`src/rtl/bcd_display_encoder.sv`:
```
// Sequential binary-to-BCD encoder (shift-and-add-3, one bit per clock) with start/done handshake.
// Optional leading-zero blanking is enabled by defining LEADING_ZERO_BLANK_EN.
module bcd_display_encoder #(
  parameter int IN_W   = 14,
  parameter int DIGITS = 4
) (
  input  logic                  ADC_CLK_10,
  input  logic                  clear,
  input  logic                  start,
  input  logic [IN_W-1:0]       bin_in,
  output logic                  busy,
  output logic                  done,
  output logic [4*DIGITS-1:0]   bcd_out,
  output logic                  overflow,
  output logic [DIGITS-1:0]     blank
);

  localparam int BCD_W = 4 * DIGITS;
  localparam int SW    = BCD_W + IN_W;
  localparam int CW    = $clog2(IN_W + 1);
  localparam int MAXV  = 10**DIGITS - 1;

  typedef enum logic [1:0] {IDLE, SHIFT, DONE} state_t;

  state_t            state, state_nxt;
  logic [SW-1:0]     scratch;
  logic [SW-1:0]     scratch_shift;
  logic [CW-1:0]     count;
  logic              ovf_q;
  logic              accept;
  logic [BCD_W-1:0]  result;

  // A new request is taken in IDLE and also in DONE, which gives back-to-back conversions.
  assign accept = start && (state != SHIFT);

  // NOTE: sequential state uses non-blocking assignments so every register samples pre-edge values.
  always_ff @(posedge ADC_CLK_10 or posedge clear) begin
    if (clear) state <= IDLE;
    else       state <= state_nxt;
  end

  // NOTE: every combinational output gets a default first so no latch is inferred.
  always_comb begin
    state_nxt = state;
    case (state)
      IDLE:    if (accept) state_nxt = SHIFT;
      SHIFT:   if (count == CW'(1)) state_nxt = DONE;
      DONE:    state_nxt = accept ? SHIFT : IDLE;
      default: state_nxt = IDLE;
    endcase
  end

  always_comb begin
    busy = (state == SHIFT);
  end

  // Add-3 correction of every BCD field >= 5, then shift left by one, all in one cycle.
  always_comb begin
    logic [SW-1:0] corr;
    corr = scratch;
    for (int k = 0; k < DIGITS; k++) begin
      if (scratch[IN_W + 4*k +: 4] >= 4'd5)
        corr[IN_W + 4*k +: 4] = scratch[IN_W + 4*k +: 4] + 4'd3;
    end
    scratch_shift = {corr[SW-2:0], 1'b0};
  end

  assign result = ovf_q ? {DIGITS{4'h9}} : scratch[SW-1:IN_W];

  always_ff @(posedge ADC_CLK_10 or posedge clear) begin
    if (clear) begin
      scratch <= '0;
      count   <= '0;
      ovf_q   <= 1'b0;
    end else if (accept) begin
      scratch <= {{BCD_W{1'b0}}, bin_in};
      count   <= CW'(IN_W);
      ovf_q   <= ({{(32-IN_W){1'b0}}, bin_in} > 32'(MAXV));
    end else if (state == SHIFT) begin
      scratch <= scratch_shift;
      count   <= count - CW'(1);
    end
  end

  // Results are published on the edge leaving DONE; they hold until the next such edge.
  always_ff @(posedge ADC_CLK_10 or posedge clear) begin
    if (clear) begin
      done     <= 1'b0;
      bcd_out  <= '0;
      overflow <= 1'b0;
    end else begin
      done <= (state == DONE);
      if (state == DONE) begin
        bcd_out  <= result;
        overflow <= ovf_q;
      end
    end
  end

`ifdef LEADING_ZERO_BLANK_EN
  logic [DIGITS-1:0] blank_nxt;

  // Digit k>0 is blank when it and every higher digit are zero; digit 0 always shows.
  always_comb begin
    logic zero_run;
    blank_nxt = '0;
    zero_run  = 1'b1;
    for (int k = DIGITS-1; k > 0; k--) begin
      zero_run     = zero_run & (result[4*k +: 4] == 4'd0);
      blank_nxt[k] = zero_run & ~ovf_q;
    end
  end

  always_ff @(posedge ADC_CLK_10 or posedge clear) begin
    if (clear)              blank <= '0;
    else if (state == DONE) blank <= blank_nxt;
  end
`else
  assign blank = '0;
`endif

endmodule

```
`config.mk`:
```
export PLATFORM = sky130hd
export DESIGN_NAME = bcd_display_encoder
export DESIGN_NICKNAME = d
export VERILOG_FILES = /design/src/rtl/bcd_display_encoder.sv
export SDC_FILE = /design/constraint.sdc
export NUM_CORES = 1
export LEC_CHECK = 0
export CORE_MARGIN = 4
export CORE_UTILIZATION = 25
export CTS_CLUSTER_DIAMETER = 120
export DETAILED_ROUTE_END_ITERATION = 10
export PLACE_DENSITY = 0.52
export SLEW_MARGIN = 20
export SYNTH_ARGS = -nofsm -noshare
export SYNTH_HDL_FRONTEND = slang
export SYNTH_SLANG_ARGS = --single-unit
```
`constraint.sdc`:
```
create_clock -name ADC_CLK_10 -period 1.5 [get_ports ADC_CLK_10]
set_input_delay 0.225 -clock ADC_CLK_10 [delete_from_list [all_inputs] [get_ports ADC_CLK_10]]
set_output_delay 0.225 -clock ADC_CLK_10 [all_outputs]
set_load 0.005 [all_outputs]
```
# Word-level counts from Yosys, hierarchy flattened
# Cells that the tools add are included.
word_totals:
  ff_bits: 55
  inputBits: 17
  wordCells: 40
op_classes:
  add_sub_neg: 5
  n_lt_le_gt_ge: 5
  eq_ne: 6
  mux: 13
  n_reduce_logical: 4
op_table:
  columns: ["cell", "count"]
  rows:
  - ["$mux 30", 2]
  - ["$mux 4", 5]
  - ["$ge 4x3->1 const B", 4]
  - ["$mux 16", 1]
  - ["$gt 14x14->1 const B", 1]
  - ["$add 4x2->4 const B", 3]
  - ["$pmux 2 s3", 1]
  - ["$eq 4x1->1 const B", 1]
  - ["$mux 2", 2]
  - ["$ne 2x1->1 const B", 2]
  - ["$sub 4x1->4 const B", 1]
  - ["$add 3x2->3 const B", 1]
  - ["$mux 3", 1]
  - ["$eq 2x1->1 const B", 1]
  - ["$eq 2x2->1 const B", 1]
  - ["$logic_not 2->1", 1]
  - ["$ne 2x2->1 const B", 1]
  - ["$reduce_and 2->1", 1]
  - ["$reduce_bool 2->1", 1]
  - ["$logic_and 1x1->1", 1]
  - ["$mux 1", 1]

# Logic depth before layout (Yosys ltp)
# Gate-level depths: netlist (run 1).
depth:
  depth_word: 4
  mapped_depth: 6
  depth_no_buf: 5

# Least setup slack after synthesis (run 1)
# No wires, ideal clock.
synth_path:
  path_kind: "register to register"
  from: "register state[1]"
  to: "register scratch[17]"
  setup_ps: 122
  arrival_time_ps: 1232
  required_ps: 1378
  setup_slack_ps: 146
  stages_incl_launch_ff: 6
  n_path_buf: 1
  synth_period_minus_slack_ps: 1354
  path_cell_list: "dfrtp_1 nand2b_1 buf_6 inv_6 mux2_4 a32o_1"
synth_via:
  elab_chain_len: 3
  word_cells_on_any_way: 5
synth_lines:
  columns: ["element", "line_no", "text"]
  rows:
  - ["from (decl)", "25", "state_t state, state_nxt;"]
  - ["from (signal assigned)", "39", "else state <= state_nxt;"]
  - ["$ne 2x1->1", "34", "assign accept = start && (state != SHIFT);"]
  - ["$logic_and 1x1->1", "34", null]
  - ["$mux 30 / $reduce_bool 2->1 (equally long branches)", null, null]
  - ["to (signal assigned)", "76", "scratch <= {{BCD_W{1'b0}}, bin_in};"]
  - ["to (signal assigned)", "80", "scratch <= scratch_shift;"]
  - ["to (decl)", "26", "logic [SW-1:0] scratch;"]
# Parallel ways exist; a longest one is shown, timed or not.
# A chain may end at the register's enable or synchronous reset.

# Worst setup path after layout (run 1)
layout_path:
  from: "register scratch[18]"
  to: "register scratch[22]"
layout_via:
  elab_chain_len: 4
  word_cells_on_any_way: 5
layout_lines:
  columns: ["element", "line_no", "text"]
  rows:
  - ["$add 4x2->4 / $ge 4x3->1 (equally long branches)", "63, 62", null]
  - ["$mux 4 (*)", "62", "if (scratch[IN_W + 4*k +: 4] >= 4'd5)"]
  - ["$mux 30 (*)", "79", "end else if (state == SHIFT) begin"]
  - ["$mux 30 (*)", "75", "end else if (accept) begin"]
# Mark *: on every way between the ends. The rest lies on a longest branch, timed or not. The select of a mux whose other input is x is not followed.

==> run summary, run 1 <==
The run finished with clean final reports. The smallest clock period supported by the final layout is computed as 1.45 ns. The die covers 13300 um2. The first global-routing pass estimated 10800 um of wire. The run gives 38 as the number of placement rows. Clock-pin slew was measured on the worst setup and hold paths at 0.08 ns.

The slowest stage of the critical path belongs to the cell sky130_fd_sc_hd__dfrtp_1. The internal power component was 0.00449 W. The aggregate global routing overflow was 0. The critical path is of the reg -> reg type. Detailed placement finished with a half-perimeter wire length of 4480 um. Cells fill 33.6% of the core in the end.

The footprint of the multi-input gates is 1330 um2. The total routing resource utilization after global routing came out at 9.94%. Of the total power, combinational logic draws 45.7%. The worst register-to-register path has a depth of 5. For this run, the slowest stage of the critical path takes 0.43 ns.

The run gives 0 as the number of failing hold endpoints at the final stage. STA classifies the critical path endpoint as a register. TritonCTS built the clock tree. By area the synthesized netlist is led by sky130_fd_sc_hd__dfrtp_1 48%, sky130_fd_sc_hd__o21ai_0 6.4%, sky130_fd_sc_hd__mux2i_1 5.6%.

Of all nets on the critical path, the largest fanout is 5. The pre-antenna-repair detailed-routing pass consisted of 4 iterations. The run gives 55 as the count of clock tree sinks. The worst setup path is launched from a register. The final period utilization was 97.0%. Walking the worst path, the cells encountered are inv_1, ha_2, nor2b_2, nor4_1, a311o_1. Number of register bits inferred by synthesis: 55. H-tree depth: 2.

In this run the biggest area consumer among cell types represents 47.9% of the synthesized area. The run gives 0 as the count of max-cap constraint violations. Of the total power, the clock network draws 16.2%. Synthesis produced 293 cells. The filler cells instantiated in the layout total 1134. Maximum VDD drop: 0.590 mV. CTS placed an instance of sky130_fd_sc_hd__clkbuf_16 at the clock tree root. The number of max-slew violations in the final report was 0; the overall power after layout was 0.00716 W.

Each instance of the synthesized netlist takes up on average 9.80 um2. For the clock latency reported for the late side of the worst-skew pair, the log shows 0.30 ns. The number of antenna-violating nets in the routed design is 0, and the weighted congestion reported at the end of routability-driven placement is 0.814. The die is 115 um tall. After routing the design area is 3710 um2. The total cell area at the placement stage was 3530 um2.

The number of antenna violations at the first check in global routing was 0; the via count of the first global-routing pass was 2250. The number of buffer cells added on primary ports works out to 35. The repair_antennas step left the layout with diodes totalling 0.

The tools report the standby leakage power as 1.64 nW. For the distinct cell type count of the synthesized netlist, the log shows 40. STA puts the critical path data required time at 1.68 ns. On the final layout, the worst clock skew is 0.0124 ns. In this run, the number of DRC markers left after iteration 0 of detailed routing was 97. Across the whole layout, storage elements account for 1380 um2.

The total wirelength of the detailed-routed design came out at 6320 um. The synthesis warning total came out at 0. The relative area change from synthesis to final layout came out at 29.2%.

The number of hold buffers added after CTS was 0. In the final routed layout, each cell accounts on average for 13.3 um. For this configuration, the core starts out at a cell density of 26.0%. The placeable core area was 11000 um2; the remaining routing DRC violations was 0. Measured against its own limit, the worst slew margin works out to 59.4%. The tools report the number of buffers inserted during clock tree synthesis as 5. The transition time at the pin with the least slew margin works out to 0.609 ns. The net count of the finished layout is 363.

Hold timing on the final database bottoms out at a slack of 0.205 ns. The tools report the sequential cell area fraction in the yosys report as 47.9%. Of the cells placed in the final design, the portion with a size suffix greater than 1 is 16.3%. 40 I/O pins were placed.

For flop-to-flop paths, the worst setup slack is 0.05 ns. Per report_power, the sequential group accounts for 38.1% of the total. The netlist area before placement was 2870 um2.

The tightest min-delay check is of the in -> async type. The switching fraction of total power came out at 37.2%. The fmax was 687 MHz. STA puts the critical path data arrival time at 1.64 ns.

Once the clock tree was built, the setup fixing pass inserted 0 buffers. For this block, the via count after detailed routing is 2251. Leaving out fill and tap cells, the most frequent cell in the layout is sky130_fd_sc_hd__dfrtp_1. The power density over the cells works out to 1930 nW/um2. In this run the deepest clock path goes through 2 buffers. After detailed routing, the number of vias per cell comes to 4.72.

For this design the total switching power over the nets is 0.00267 W. In the layout the commonest cells are 54 x sky130_fd_sc_hd__dfrtp_1, 37 x sky130_fd_sc_hd__o21ai_0, 36 x sky130_fd_sc_hd__nand2_1, 34 x sky130_fd_sc_hd__clkdlybuf4s50_1, 21 x sky130_fd_sc_hd__buf_4. Entering global routing, the biggest net connects 34 pins. The die is 115 um wide. Number of failing setup endpoints in the final timing report: 0. The library cell with the largest summed area after synthesis is sky130_fd_sc_hd__dfrtp_1.
[registers in the layout, indices dropped and copies added, names as in the netlist]
name / flops
bcd_out: 16
count: 4
done: 1
overflow: 1
ovf_q: 1
scratch: 30
state: 2
[cells by family (layout without fill, tap and decap cells)]
family / after synthesis / count (layout) / synth area share [%]
muxes: 21 / 21 / 8.06
other: 1 / 4 / 0.131
AOI/OAI and AO/OA: 71 / 71 / 16.2
adders and majority gates: 10 / 10 / 4.36
and+or+nand+nor: 91 / 91 / 15.9
DFF: 55 / 55 / 47.9
buffers and inverters: 44 / 85 / 7.41
[layout make-up]
type	count	share of cell area, %
Multi-Input combinational cell	197	35.8
Timing Repair Buffer	62	16.7
Clock buffer	5	3.37
Inverter	15	1.75
Sequential cell	55	37.1
Clock inverter	3	0.506
Tap cell	140	4.72
[timing repair]
action                                  in CTS  in global routing
gates resized for setup                      2                 12
endpoints found under the setup margin       1                  9
pin swaps                                    0                  2
[synth_stat cells, drive strengths merged]
| cell | n |
|---|---|
| a2111o | 4 |
| a2111oi | 1 |
| a211oi | 4 |
| a21o | 1 |
| a21oi | 2 |
| a311o | 3 |
| a311oi | 1 |
| a31oi | 4 |
| a32o | 4 |
| and2 | 1 |
| and4bb | 3 |
| buf | 22 |
| clkbuf | 7 |
| conb | 1 |
| dfrtp | 55 |
| ha | 10 |
| inv | 15 |
| mux2 | 5 |
| mux2i | 16 |
| nand2 | 36 |
| nand2b | 9 |
| nand3 | 8 |
| nand4 | 5 |
| nor2 | 13 |
| nor2b | 3 |
| nor3 | 5 |
| nor3b | 1 |
| nor4 | 4 |
| nor4bb | 1 |
| o21ai | 37 |
| o22ai | 1 |
| o31ai | 8 |
| o41ai | 1 |
| or2b | 1 |
| or4 | 1 |
[power by group through the flow]
stage | Combinational, W | Clock (W) | Sequential, W
3_3_place_gp | 0.00313 | 0 | 0.00274
6_report | 0.00327 | 0.00116 | 0.00273
3_5_place_dp | 0.00321 | 0 | 0.00275
4_1_cts | 0.00321 | 0.00122 | 0.00273
5_1_grt | 0.00371 | 0.00125 | 0.00285
2_1_floorplan | 0.00217 | 0 | 0.00248
[final timing paths]
check | from | endpoint
max in group asynchronous | clear | scratch[15]
min in group ADC_CLK_10 | bcd_out[9] | bcd_out[9]
setup / recovery | scratch[18] | scratch[22]
setup reg to reg | scratch[18] | scratch[22]
hold / removal | clear | bcd_out[0]
hold reg to reg | bcd_out[9] | bcd_out[9]
[worst max-delay path: cells and delay by family, from the launching register on]
family / cells / cell delay [ns]
buffers and inverters: 1 / 0.12
and+or+nand+nor: 2 / 0.24
AOI/OAI and AO/OA: 1 / 0.32
DFF: 1 / 0.43
adders and majority gates: 1 / 0.22
[metal layers]
| layer | vias to the layer above | wire length [um] | GRT usage [%] |
|---|---|---|---|
| met5 | - | 0 | 0 |
| met1 | 1081 | 3100 | 13.9 |
| met2 | 44 | 2900 | 15.9 |
| li1 | 1121 | - | - |
| met3 | 5 | 275 | 2.16 |
| met4 | 0 | 40 | 2.11 |
[metrics by stage]
| step | setup WS, ns | setup TNS, ns | std cells |
|---|---|---|---|
| 2_1_floorplan | 0.146 | 0 | 296 |
| 3_3_place_gp | -0.0257 | -0.121 | 469 |
| 3_5_place_dp | -0.0308 | -0.176 | 469 |
| 4_1_cts | 0.00278 | 0 | 477 |
| 5_1_grt | -0.0264 | -0.0291 | 477 |
| 6_report | 0.0453 | 0 | 477 |
Power figures use the tool's default switching activity.
==> inputs of run 2 (changes only) <==
Settings changed: CTS_CLUSTER_DIAMETER 120 to not set.
==> results of run 2 <==
Same layout as run 1: the final DEF is identical, and so are final timing and power.
==> patch 1: new RTL, flow settings as in run 2 <==
The option `LEADING_ZERO_BLANK_EN` is turned on by a define.
--- a/src/rtl/bcd_display_encoder.sv
+++ b/src/rtl/bcd_display_encoder.sv
@@ -2,2 +2,4 @@
 // Optional leading-zero blanking is enabled by defining LEADING_ZERO_BLANK_EN.
+`define LEADING_ZERO_BLANK_EN
+
 module bcd_display_encoder #(
Behaviour: no difference found for any inputs over 10 cycles, from zero or initial values; that may be too few to reach the edited logic, so the function may still have changed.
==> patch 1 against run 2 <==
Combinational power rose by 8.3%; sequential cell count rose by 3; worst setup slack improved by 5.7 ps; global-route usage rose by 0.96 points; area after synthesis rose by 4.0%; wire length rose by 7.8%; cell area rose by 11%; total power rose by 19%; largest cell class unchanged; highest routed layer unchanged.
==> patch 1: results (changes against run 2) <==
| Metric | Value |
|---|---|
| Worst Reg-to-Reg Cells | 4 (-1) |
| Leak Pwr | 1.826 nW (+11%) |
| Reg2reg setup slack | a little over 50 ps |
| CTS max path bufs | 2 (unchanged) |
| DR vias | 2419 (+7.5%) |
| IR drop worst, VDD | 1191 uV (+100%) |
| CTS root buf | clkbuf_16 |
| Pin count of the biggest net entering global routing | 30 (-12%) |
| Largest regs | scratch: 30 flops, bcd_out: 16 flops, count: 4 flops |
| Min Hold Slack | 221.1 ps (+16.23 ps) |
| Final Skew | 6.861 ps (-5.508 ps) |
| Clk_lat worst skew | 330 ps (+30 ps) |
| Internal power | 5.593 mW (+24%) |
| Cell variety after synth | 42 (+5.0%) |
| Primary FF master, synth | dfrtp_1 |
| Post-DR vias/cell | 4.706 (-0.27%) |
| H-Tree Depth | 3 (+1) |
| Syn nets | ~330 |
| First-pass GRT wire length | 11.75 mm (+8.5%) |
| Critical-path top delay cell | a2111o_1 |
| Total GRT Usage | 10.90% (+0.96 points) |
| Initial antenna violation count | 0 (unchanged) |
| Synth Instances | 305 (+4.1%) |
| Delay-heaviest family, CP | compound AO/OA/AOI/OAI gates |
| Synth top cells by count | 58 x dfrtp_1, 40 x nand2_1, 38 x o21ai_0 |
| Number of diodes | 0 (unchanged) |
| Routed WL | 6.814 mm (+7.8%) |
| RR Endpoint | scratch[23] |
| Yosys synthesis warning count | 0 (unchanged) |
| Register area share after synthesis | 48.62% (+0.69 points) |
| Share of layout cells above drive strength 1 | 19.95% (+3.6 points) |
| GP Congestion | 0.7895 (-3.0%) |
| Num CTS Buffers | 9 (+4) |
| Final HPWL DP | 4.948 mm (+10%) |
| Iteration-0 DRC Markers | 107 (+10%) |
| Synth async-reset ratio | 100.0% (unchanged) |
| Inst Count DP | 494 (+5.3%) |
| Dominant cells by area after synthesis | dfrtp_1 49%, o21ai_0 6.4%, mux2i_1 5.4%, nand2_1 5.0%, ha_1 4.2% |
| IO buf count | 38 (+8.6%) |
| Clk slew on worst S/H paths | 50 ps (-30 ps) |
| Final #Nets | 393 (+8.3%) |
| R2R Path Start | scratch[22] |
| Status | finished, final reports clean |
| Worst Path Arrival | around 1700 ps |
==> patch 1: changes by cell type in the layout (fill, tap and decap cells not counted), sizes merged, moves of 2 or more <==
cell / before / now
buf: 27 / 37
clkdlybuf4s50: 34 / 37
nand3: 8 / 10
o21ai: 37 / 39
nand2: 36 / 40
bufinv: 0 / 2
dfrtp: 55 / 58
clkbuf: 5 / 11
a311o: 3 / 1
o311ai: 0 / 2
and3: 0 / 2
conb: 4 / 1
nand4: 5 / 3
==> patch 1: per-layer routing <==
metal / wire length, um / track usage [%] / part of all wire [%]
met1: 3418 / 14.77 / 50
met2: 2993 / 16.63 / 44
met3: 315 / 3.393 / 4.6
met4: 87 / 3.440 / 1.3
met5: 0 / 0 / 0
==> patch 1: kinds of logic after synthesis <==
family / after synthesis / share of synthesized area, %
AO/OA/AOI/OAI: 74 / 16.05
adder cells (fa/ha/maj): 10 / 4.191
buffers and inverters: 40 / 6.413
flip-flops: 58 / 48.62
multiplexers: 21 / 7.250
other: 1 / 0.1256
AND/OR/NAND/NOR: 101 / 17.35
==> patch 1: through the flow <==
stage	power, mW	setup WS, ps	setup TNS [ps]	utilization (%)	cell area (um2)
6_report	8.498	50.95	0	35.50	4105
2_1_floorplan	4.788	77.10	0	-	2989
3_3_place_gp	6.086	-111.9	-619.9	32.11	3714
3_5_place_dp	6.186	-123.4	-734.1	32.11	3714
5_1_grt	9.205	-22.96	-44.17	35.50	4105
4_1_cts	8.474	9.453	0	35.08	4056
==> patch 1: cell type report <==
cell class | instances | area (um2)
Tap cell | 143 | 178.9
Inverter | 15 | 67.56
Multi-Input combinational cell | 207 | 1364
Clock buffer | 11 | 242.7
Timing Repair Buffer | 75 | 723.2
Sequential cell | 58 | 1451
Clock inverter | 5 | 77.57
Fill cell | 1184 | 7460
==> patch 1: timing repair <==
action / in CTS / in global routing
endpoints found under the setup margin: 1 / 10
setup buffers: 2 / 2
pin swaps: 1 / 2
gates resized for setup: 4 / 12
cloned: 0 / 0
==> patch 1: power by group through the flow <==
stage | Sequential, mW | Clock, mW | Combinational [mW]
5_1_grt | 2.88 | 2.31 | 4.01
6_report | 2.78 | 2.18 | 3.54
3_3_place_gp | 2.78 | 0 | 3.31
3_5_place_dp | 2.80 | 0 | 3.38
2_1_floorplan | 2.60 | 0 | 2.18
4_1_cts | 2.78 | 2.23 | 3.46
==> patch 1: worst max path at each step <==
stage	slack, ps	startpoint	depth (start not counted)	to
floorplan	80	scratch[22]	5	scratch[24]
global placement	-110	start	4	scratch[25]
detailed placement	-120	start	4	scratch[29]
CTS	9	state[1]	5	scratch[26]
global route	-20	scratch[19]	5	scratch[19]
finish	50	scratch[22]	4	scratch[23]
==> patch 2: new RTL, flow settings as in run 2 <==
Without the edit above. Remove the register `done`: a continuous assignment takes its place, so the output `done` follows one clock earlier.
--- a/src/rtl/bcd_display_encoder.sv
+++ b/src/rtl/bcd_display_encoder.sv
@@ -87,3 +87,2 @@
     if (clear) begin
-      done     <= 1'b0;
       bcd_out  <= '0;
@@ -91,3 +90,2 @@
     end else begin
-      done <= (state == DONE);
       if (state == DONE) begin
@@ -98,2 +96,4 @@
   end
+
+  assign done = (state == DONE);
 
Check against the original RTL: no difference found for any inputs over 10 cycles, from zero or initial values; that may be too few to reach the edited logic, so the function may still have changed.
==> patch 2 against run 2 <==
Cell area grew 1.6%; total power increased by 6.7%; worst setup slack better by 16 ps; sequential power barely moved; area after synthesis fell by 0.87%; synthesized cell count shrank 0.34%; sequential cell count decreased by 1; wire length increased by 0.68%; core utilization rose by 0.69 points; largest cell class unchanged.
==> patch 2: results (changes against run 2) <==
| Metric | Value |
|---|---|
| DP Area | 3473 um2 (-1.5%) |
| DR vias | 2269 (+0.80%) |
| Initial antenna violation count | 0 (unchanged) |
| Min Hold Slack | 358.1 ps (+153.2 ps) |
| First-pass GRT wire length | 11.02 mm (+1.8%) |
| Sink Count | 54 (-1.8%) |
| Primary FF master, synth | dfrtp_1 |
| Leak Pwr | 1.659 nW (+1.1%) |
| Place WS | -52.70 ps (-21.86 ps) |
| Routed WL | 6.366 mm (+0.68%) |
| Fillers | 1157 (+2.0%) |
| IO buf count | 35 (unchanged) |
| GP Congestion | 0.7710 (-5.3%) |
| Syn_area_per_cell | 9.748 um2 (-0.53%) |
| Fin crit period | 1438 ps (-16.41 ps) |
| Multi-input gate area | 1354 um2 (+1.9%) |
| CTS root buf | clkbuf_16 |
| H-Tree Depth | 2 (unchanged) |
| CP startpoint | scratch[27] |
| Synth top cells by count | 54 x dfrtp_1, 37 x o21ai_0, 36 x nand2_1 |
| Status | finished, final reports clean |
| Fraction of area in registers | 35.96% (-1.2 points) |
| Post-DR vias/cell | 4.747 (+0.59%) |
| Non-clk bufs | 64 (+3.2%) |
| Total GRT Usage | 10.06% (+0.12 points) |
| Clock buffers | 6 (+1) |
| Vias in the first global route | 2246 (-0.18%) |
| IR drop worst, VDD | 786.1 uV (+33%) |
| Reg2reg setup slack | 60 ps (+20 ps) |
| Share of layout cells above drive strength 1 | 18.64% (+2.3 points) |
| Internal power | 4.956 mW (+10%) |
| Final HPWL DP | 4.484 mm (about the same) |
| Max_slew headroom | 61.13% (+1.8 points) |
| Worst Path Max Fanout | 4 (-1) |
| Inst Count DP | 466 (-0.64%) |
| Synth async-reset ratio | 100.0% (unchanged) |
| Final #Nets | 364 (+0.28%) |
| Pin count of the biggest net entering global routing | 55 (+62%) |
| Non-clock buffering overhead | 16.47% (-0.20 points) |
| Clk_lat worst skew | 290 ps |
| Dominant cells by area after synthesis | dfrtp_1 47%, o21ai_0 6.5%, mux2i_1 5.6%, nand2_1 4.7%, ha_1 4.4% |
| Storage cell area | 1355 um2 (-1.6%) |
| Register area share after synthesis | 47.47% (-0.46 points) |
| R2R Path Start | scratch[27] |
| Iteration-0 DRC Markers | 125 (+29%) |
| Cell variety after synth | 40 (unchanged) |
| Clock network area share | 5.279% (+1.4 points) |
| Final Skew | 6.183 ps (-6.186 ps) |
| Worst Path Arrival | 1600 ps (-40 ps) |
-- patch 2: cell types whose count changed in the layout (fill, tap and decap cells not counted), sizes merged, moves of 2 or more --
cell	delta
buf	+2
bufinv	+2
clkbuf	+2
clkinv	-2
-- patch 2: logic make-up after synthesis --
logic type	count (synthesis)	synth area share [%]
AND/OR/NAND/NOR	91	16.04
AO/OA/AOI/OAI	71	16.35
flip-flops	54	47.47
buffers and inverters	44	7.473
multiplexers	21	8.132
adder cells (fa/ha/maj)	10	4.396
other	1	0.1317
-- patch 2: repair_timing --
item | CTS | global route
buffers inserted | 3 | 1
setup endpoints to repair | 2 | 11
pin swaps | 0 | 2
cloned | 0 | 0
gates resized for setup | 4 | 22
-- patch 2: worst paths after layout --
kind                               end
min in group ADC_CLK_10     bcd_out[9]
setup / recovery           scratch[28]
hold reg to reg             bcd_out[9]
hold / removal              bcd_out[2]
setup reg to reg           scratch[28]
max in group asynchronous  scratch[26]
-- patch 2: metal layers --
metal  wire length [um]  global-route usage, %  vias to the layer above
li1                   -                      -                     1115
met1               3095                  14.91                     1095
met2               2931                  15.21                       54
met3                301                  2.378                        5
met4                 38                  1.643                        0
met5                  0                      0                        -
-- patch 2: power by group through the flow --
| stage | sequential, mW | clock [mW] | combinational, mW |
|---|---|---|---|
| 2_1_floorplan | 2.45 | 0 | 2.17 |
| 3_3_place_gp | 2.74 | 0 | 3.09 |
| 3_5_place_dp | 2.76 | 0 | 3.17 |
| 4_1_cts | 2.73 | 1.56 | 3.23 |
| 5_1_grt | 2.85 | 1.62 | 3.81 |
| 6_report | 2.74 | 1.51 | 3.39 |
-- patch 2: critical path: stages (launching register included) --
cell and delay (ps):
dfrtp_1 420, inv_2 70, ha_1 170, nand2b_1 200, a2111oi_2 360, a311oi_2 80
